===== src/rtl/fft_peak_reader.sv =====
// fft_peak_reader: sweeps the FFT result RAM over a bin range, streams |re|+|im| per bin and reports the peak bin/magnitude.
// Ports:
//   clk, rst_n          clock, synchronous active-low reset
//   start               one-cycle pulse, accepted only when idle
//   bin_lo, bin_hi      inclusive sweep range, latched at start
//   rd_addr_fft         RAM read address
//   ram_q               RAM data {re, im}, both signed DATA_W
//   busy                sweep in progress
//   mag_valid/bin/out   per-bin magnitude stream
//   done                one-cycle completion pulse
//   peak_bin, peak_mag  strongest bin of the last sweep
//   range_err           last start had bin_lo > bin_hi
module fft_peak_reader #(
    parameter int ADDR_W = 10,
    parameter int DATA_W = 14,
    parameter int RD_LAT = 2
) (
    input  logic                clk,
    input  logic                rst_n,
    input  logic                start,
    input  logic [ADDR_W-1:0]   bin_lo,
    input  logic [ADDR_W-1:0]   bin_hi,
    output logic [ADDR_W-1:0]   rd_addr_fft,
    input  logic [2*DATA_W-1:0] ram_q,
    output logic                busy,
    output logic                mag_valid,
    output logic [ADDR_W-1:0]   mag_bin,
    output logic [DATA_W:0]     mag_out,
    output logic                done,
    output logic [ADDR_W-1:0]   peak_bin,
    output logic [DATA_W:0]     peak_mag,
    output logic                range_err
);
    localparam logic [1:0] IDLE = 2'd0, ISSUE = 2'd1, DRAIN = 2'd2, DONE = 2'd3;

    logic [1:0]        state;
    logic [ADDR_W-1:0] hi_q;
    logic [2:0]        cnt;
    logic              first;
    logic [RD_LAT-1:0] tag_v;
    logic [ADDR_W-1:0] tag_b [RD_LAT];
    logic [DATA_W:0]   mag_d;

    // Sign-extend by one bit before negating so -2^(DATA_W-1) maps to +2^(DATA_W-1).
    function automatic logic [DATA_W:0] abs_c(input logic [DATA_W-1:0] v);
        logic [DATA_W:0] e;
        e = {v[DATA_W-1], v};
        return v[DATA_W-1] ? -e : e;
    endfunction

    assign mag_d = abs_c(ram_q[2*DATA_W-1:DATA_W]) + abs_c(ram_q[DATA_W-1:0]);

    always_ff @(posedge clk) begin
        if (!rst_n) begin
            state       <= IDLE;
            hi_q        <= '0;
            cnt         <= '0;
            first       <= 1'b0;
            rd_addr_fft <= '0;
            busy        <= 1'b0;
            done        <= 1'b0;
            mag_valid   <= 1'b0;
            mag_bin     <= '0;
            mag_out     <= '0;
            peak_bin    <= '0;
            peak_mag    <= '0;
            range_err   <= 1'b0;
            tag_v       <= '0;
            for (int i = 0; i < RD_LAT; i++) tag_b[i] <= '0;
        end else begin
            done <= 1'b0;
            // The first sample of a sweep seeds the peak, so an all-zero spectrum reports bin_lo.
            if (mag_valid && (first || mag_out > peak_mag)) begin
                peak_mag <= mag_out;
                peak_bin <= mag_bin;
            end
            if (mag_valid) first <= 1'b0;
            case (state)
                IDLE: if (start) begin
                    hi_q     <= bin_hi;
                    peak_mag <= '0;
                    first    <= 1'b1;
                    busy     <= 1'b1;
                    if (bin_lo <= bin_hi) begin
                        state       <= ISSUE;
                        rd_addr_fft <= bin_lo;
                        peak_bin    <= '0;
                        range_err   <= 1'b0;
                    end else begin
                        state     <= DONE;
                        peak_bin  <= bin_lo;
                        range_err <= 1'b1;
                    end
                end
                ISSUE: if (rd_addr_fft == hi_q) begin
                    state <= DRAIN;
                    cnt   <= '0;
                end else begin
                    rd_addr_fft <= rd_addr_fft + ADDR_W'(1);
                end
                DRAIN: if (cnt == 3'(RD_LAT - 1)) state <= DONE;
                       else cnt <= cnt + 3'd1;
                default: begin
                    // done is registered, so it rises as busy falls, one cycle after the last magnitude.
                    state <= IDLE;
                    busy  <= 1'b0;
                    done  <= 1'b1;
                end
            endcase
            for (int i = RD_LAT - 1; i > 0; i--) begin
                tag_v[i] <= tag_v[i-1];
                tag_b[i] <= tag_b[i-1];
            end
            tag_v[0]  <= (state == ISSUE);
            tag_b[0]  <= rd_addr_fft;
            mag_valid <= tag_v[RD_LAT-1];
            if (tag_v[RD_LAT-1]) begin
                mag_bin <= tag_b[RD_LAT-1];
                mag_out <= mag_d;
            end
        end
    end
endmodule


===== config.mk =====
export PLATFORM = sky130hd
export DESIGN_NAME = fft_peak_reader
export DESIGN_NICKNAME = d
export VERILOG_FILES = /design/src/rtl/fft_peak_reader.sv
export SDC_FILE = /design/constraint.sdc
export NUM_CORES = 1
export LEC_CHECK = 0
export BUFFER_PORTS_ARGS = -buffer_cell sky130_fd_sc_hd__buf_2
export CORE_MARGIN = 10
export CORE_UTILIZATION = 60
export DETAILED_ROUTE_END_ITERATION = 8
export PLACE_DENSITY = 0.83
export SYNTH_ARGS = -nofsm -noshare
export SYNTH_HDL_FRONTEND = slang
export SYNTH_SLANG_ARGS = --single-unit
export TNS_END_PERCENT = 100

===== constraint.sdc =====
create_clock -name clk -period 3.7 [get_ports clk]
set_input_delay 0.185 -clock clk [delete_from_list [all_inputs] [get_ports clk]]
set_output_delay 0.185 -clock clk [all_outputs]
set_load 0.02 [all_outputs]

==> out/results.txt <==
Dividing the detail-routed wire length by the instance count gives 16.1 um. The synthesized netlist contains 62 unique library cells. The min-delay analysis places its worst path in the category in -> reg. The number of gates resized after CTS was 0. The worst path uses 69.4% of the clock period. The detail route stage leaves a number of antenna-violating nets equal to 0. Entering global routing, the biggest net connects 49 pins. The count of buffers added on input and output ports is 114. The routability congestion estimate came out at 0.892. In this run, CTS created clock tree buffers numbering 9.

Summing the areas of all compound-gate instances in the mapped netlist gives 17.2% of the synthesized area. Family with the most delay on the worst path: compound AO/OA/AOI/OAI gates. Setup violations remaining at the end of the flow were counted as 0. By area, the combinational part of the netlist is dominated by compound AO/OA/AOI/OAI gates.

The floorplan step defined a core boundary enclosing 9280 um^2. The number of synthesized register bits is 102, and the global-route met2 utilization is 35.6%. The number of nets handed over by synthesis was 754. The type of origin of the critical path was an input port. In the global route stage, met3 resource usage came out at 4.84%. The proportion of synthesized flip-flops having asynchronous set or reset works out to 0%. In this run the biggest area consumer among cell types represents 35.6% of the synthesized area.

After Yosys synthesis, and, or, nand and nor cells account for 17.1% of the synthesized area. After detailed routing, the number of remaining DRC violations is 0. For the total die area, the log shows 13900 um^2.

The biggest area consumer among synthesized cells is sky130_fd_sc_hd__dfxtp_1. In this run, synthesis inferred 0 flip-flops with an integrated enable. The run gives 6650 um^2 as the finished layout cell area.

The placed instance area is 6390 um^2, and the clock share of power is 24.8%. In this run the most used layer during global routing was met2. The tree is rooted in a sky130_fd_sc_hd__clkbuf_8.

The post-synthesis share of cell area spent on xor and xnor gates came out at 6.25%. The internal power of the cells totals 0.00219 W. The global-route wire length before repair was 23900 um; the synthesis-to-finish area growth was 15.8%. The number of clock sinks is 102. Along the worst path, the maximum fanout reaches 4. The synthesized netlist occupies a cell area of 5740 um^2.

Once the clock tree was built, the setup fixing pass inserted 0 buffers. The critical path goes through buf_2 -> inv_1 -> ha_1 -> nand3_1 -> o31a_1 -> or2_2 -> o21ai_0 -> xnor2_1 -> ha_1 -> or2_2 -> a21oi_1 -> o21ba_2 -> a31oi_1 -> xnor2_1 -> a21oi_1. The run gives 2.82 ns as the data arrival time of the worst path. Global routing consumed, on the met1 layer, 23.2% of the routing resources.

Clock-pin slew was measured on the worst setup and hold paths at 0.10 ns. The number of hold violations in the final report was 0; the total number of nets in the final design was 858. The run gives 35.6% as the proportion of synthesized chip area in sequential cells.

After detailed routing, the number of vias per cell comes to 5.65. Worst relative slew slack: 33.6%. Switching power share of the total: 36.1%. The largest voltage drop on the vdd net is 0.466 mV, and the number of detailed-route iterations in the first pass is 5.

The transition time of the tightest slew-check pin is 0.994 ns. Count of pins over their slew limit: 0. The most instantiated flip-flop cell in the synthesis netlist was sky130_fd_sc_hd__dfxtp_1. The run gives 3.95 ns as the data required time at the worst endpoint.

Each instance of the synthesized netlist takes up on average 8.78 um^2. The longest clock path from root to sink contains 2 buffers. Once the floorplan was initialized, standard cells occupied 61.9% of the core. Minimum clock period: 2.57 ns. For the share of power burned in combinational logic, the log shows 35.3%.

For the worst-skew pair later-pin latency, the log shows 0.36 ns. For the number of vias after detailed routing, the log shows 5038. Synthesis handed over a netlist of 654 instances. The initial antenna violation count came out at 0. Between clock sinks in the finished design, the worst skew comes to 0.0149 ns. The ratio of cells with drive above 1 in the final layout was 20.1%; the post-synthesis share of cell area spent on full adders, half adders and majority gates was 10.8%. The tool flagged a number of max-cap violations equal to 0. Together, buffers and inverters on the worst path number 2.

Power spread over the standard cell area amounts to 516 nW/um^2. After synthesis, the cell types taking the most area are sky130_fd_sc_hd__dfxtp_1, sky130_fd_sc_hd__ha_1, sky130_fd_sc_hd__mux2i_1. The library cells used most frequently in the layout, excluding fill and tap cells, are sky130_fd_sc_hd__buf_2, sky130_fd_sc_hd__dfxtp_1, sky130_fd_sc_hd__nor2_1.

The highest clock frequency the design can meet came out at 389 MHz. Hold timing on the final database bottoms out at a slack of 0.0736 ns. For this run, the total global-route usage over all layers was measured as 20.2%. The height of the chip was 118 um. Setup repair after global routing left no endpoint under its margin. The tools report the H-tree depth as 3. The antenna diode count was 0; the delay of the slowest critical-path stage was 0.30 ns.

Summed over all failing endpoints, the final setup total negative slack is 0 ns. In this run the core area contains 35 standard-cell rows. The run finished with clean final reports. The cts-stage hold buffer count is 0. Summed over all layers, the global routing overflow is 0. The type of element capturing the critical path was a register. The register share of total power was 39.8%; the total number of yosys warnings was 0.

After the first detailed-routing iteration, the DRC count stood at 310. The run gives 11300 um as the post-detailed-placement half-perimeter wirelength. The post-detailed-routing wire length is 14400 um. The switching power total came out at 0.00124 W.

TritonCTS built the clock tree. For the number of global-route vias before repair, the log shows 5144. The multiplexer share of the synthesized area came out at 7.67%. Among all stages on the critical path, the largest delay is contributed by sky130_fd_sc_hd__or2_2. The die is 118 um wide. The tools report the leakage power figure as 2.92 nW. The most common cell after layout, fill and taps aside was sky130_fd_sc_hd__buf_2. The top-level I/O count came out at 115. The critical path in this run is classified as in -> reg.
## stage by stage
stage	setup WS [ns]	power (W)	std cells	util, %
after CTS	1.14	0.00345	892	71.6
after floorplan	1.15	0.00226	654	-
after global routing	0.941	0.00364	892	71.6
after detailed placement	0.769	0.00260	876	68.9
after global placement	0.908	0.00254	876	68.9
final	1.13	0.00343	892	71.6
## sequential cells by signal, summed over array words and instances, names as in the netlist, 3 cells and up
signal,cells
tag_b,20
mag_out,15
peak_mag,15
hi_q,10
mag_bin,10
peak_bin,10
rd_addr_fft,10
cnt,3
## final timing paths
path	slack [ns]	start	end	depth (start not counted)
worst max register to register	1.14	peak_mag[13]$_SDFF_PN0_	peak_mag[7]$_SDFF_PN0_	9
worst min-delay path	0.07	bin_hi[7]	hi_q[7]$_SDFFE_PN0P_	3
worst max-delay path	1.13	ram_q[0]	mag_out[13]$_SDFFE_PN0P_	15
worst min register to register	0.44	tag_b[0][2]$_SDFF_PN0_	tag_b[1][2]$_SDFF_PN0_	1
## routing by layer
layer	routed length, um	vias up
met4	410	0
li1	-	2495
met5	0	-
met2	7220	157
met3	809	26
met1	5920	2360
## layout make-up
cell class / count / area [um^2]
inverters: 48 / 180
multi-input cells: 476 / 3390
flip-flops and latches: 102 / 2040
clock inverters: 6 / 116
clock buffers: 10 / 138
fillers: 744 / 2640
well taps: 129 / 161
repair buffers: 121 / 623
## cells in the mapped netlist (12+ instances only)
master,number
sky130_fd_sc_hd__xnor2_1,29
sky130_fd_sc_hd__xor2_1,12
sky130_fd_sc_hd__inv_1,47
sky130_fd_sc_hd__mux2i_1,44
sky130_fd_sc_hd__o21ai_0,25
sky130_fd_sc_hd__clkbuf_1,19
sky130_fd_sc_hd__nor2_1,61
sky130_fd_sc_hd__nand2_1,57
sky130_fd_sc_hd__and2_1,21
sky130_fd_sc_hd__a21oi_1,42
sky130_fd_sc_hd__a211oi_1,19
sky130_fd_sc_hd__ha_1,48
sky130_fd_sc_hd__dfxtp_1,102
## power by group through the flow
stage / logic [W] / registers (W) / clock network (W)
3_5_place_dp: 0.00121 / 0.00139 / 0
3_3_place_gp: 0.00116 / 0.00138 / 0
4_1_cts: 0.00122 / 0.00136 / 0.000867
6_report: 0.00121 / 0.00137 / 0.000852
2_1_floorplan: 0.000803 / 0.00146 / 0
5_1_grt: 0.00134 / 0.00139 / 0.000909
## worst register-to-register path: cells and delay by family (launching register included)
kind,cells,cell delay (ns)
muxes,1,0.23
DFF,1,0.37
adders and majority gates,1,0.31
buffers and inverters,2,0.40
and+or+nand+nor,2,0.22
AOI/OAI and AO/OA,3,0.90
## cells by family (layout without fill, tap and decap cells)
group,Yosys count,in the layout
xor gates and xnor gates,41,41
adders and majority gates,49,49
AOI/OAI and AO/OA,140,140
muxes,44,44
DFF,102,102
and+or+nand+nor,202,202
buffers and inverters,76,185
(Power assumes the default switching activity.)
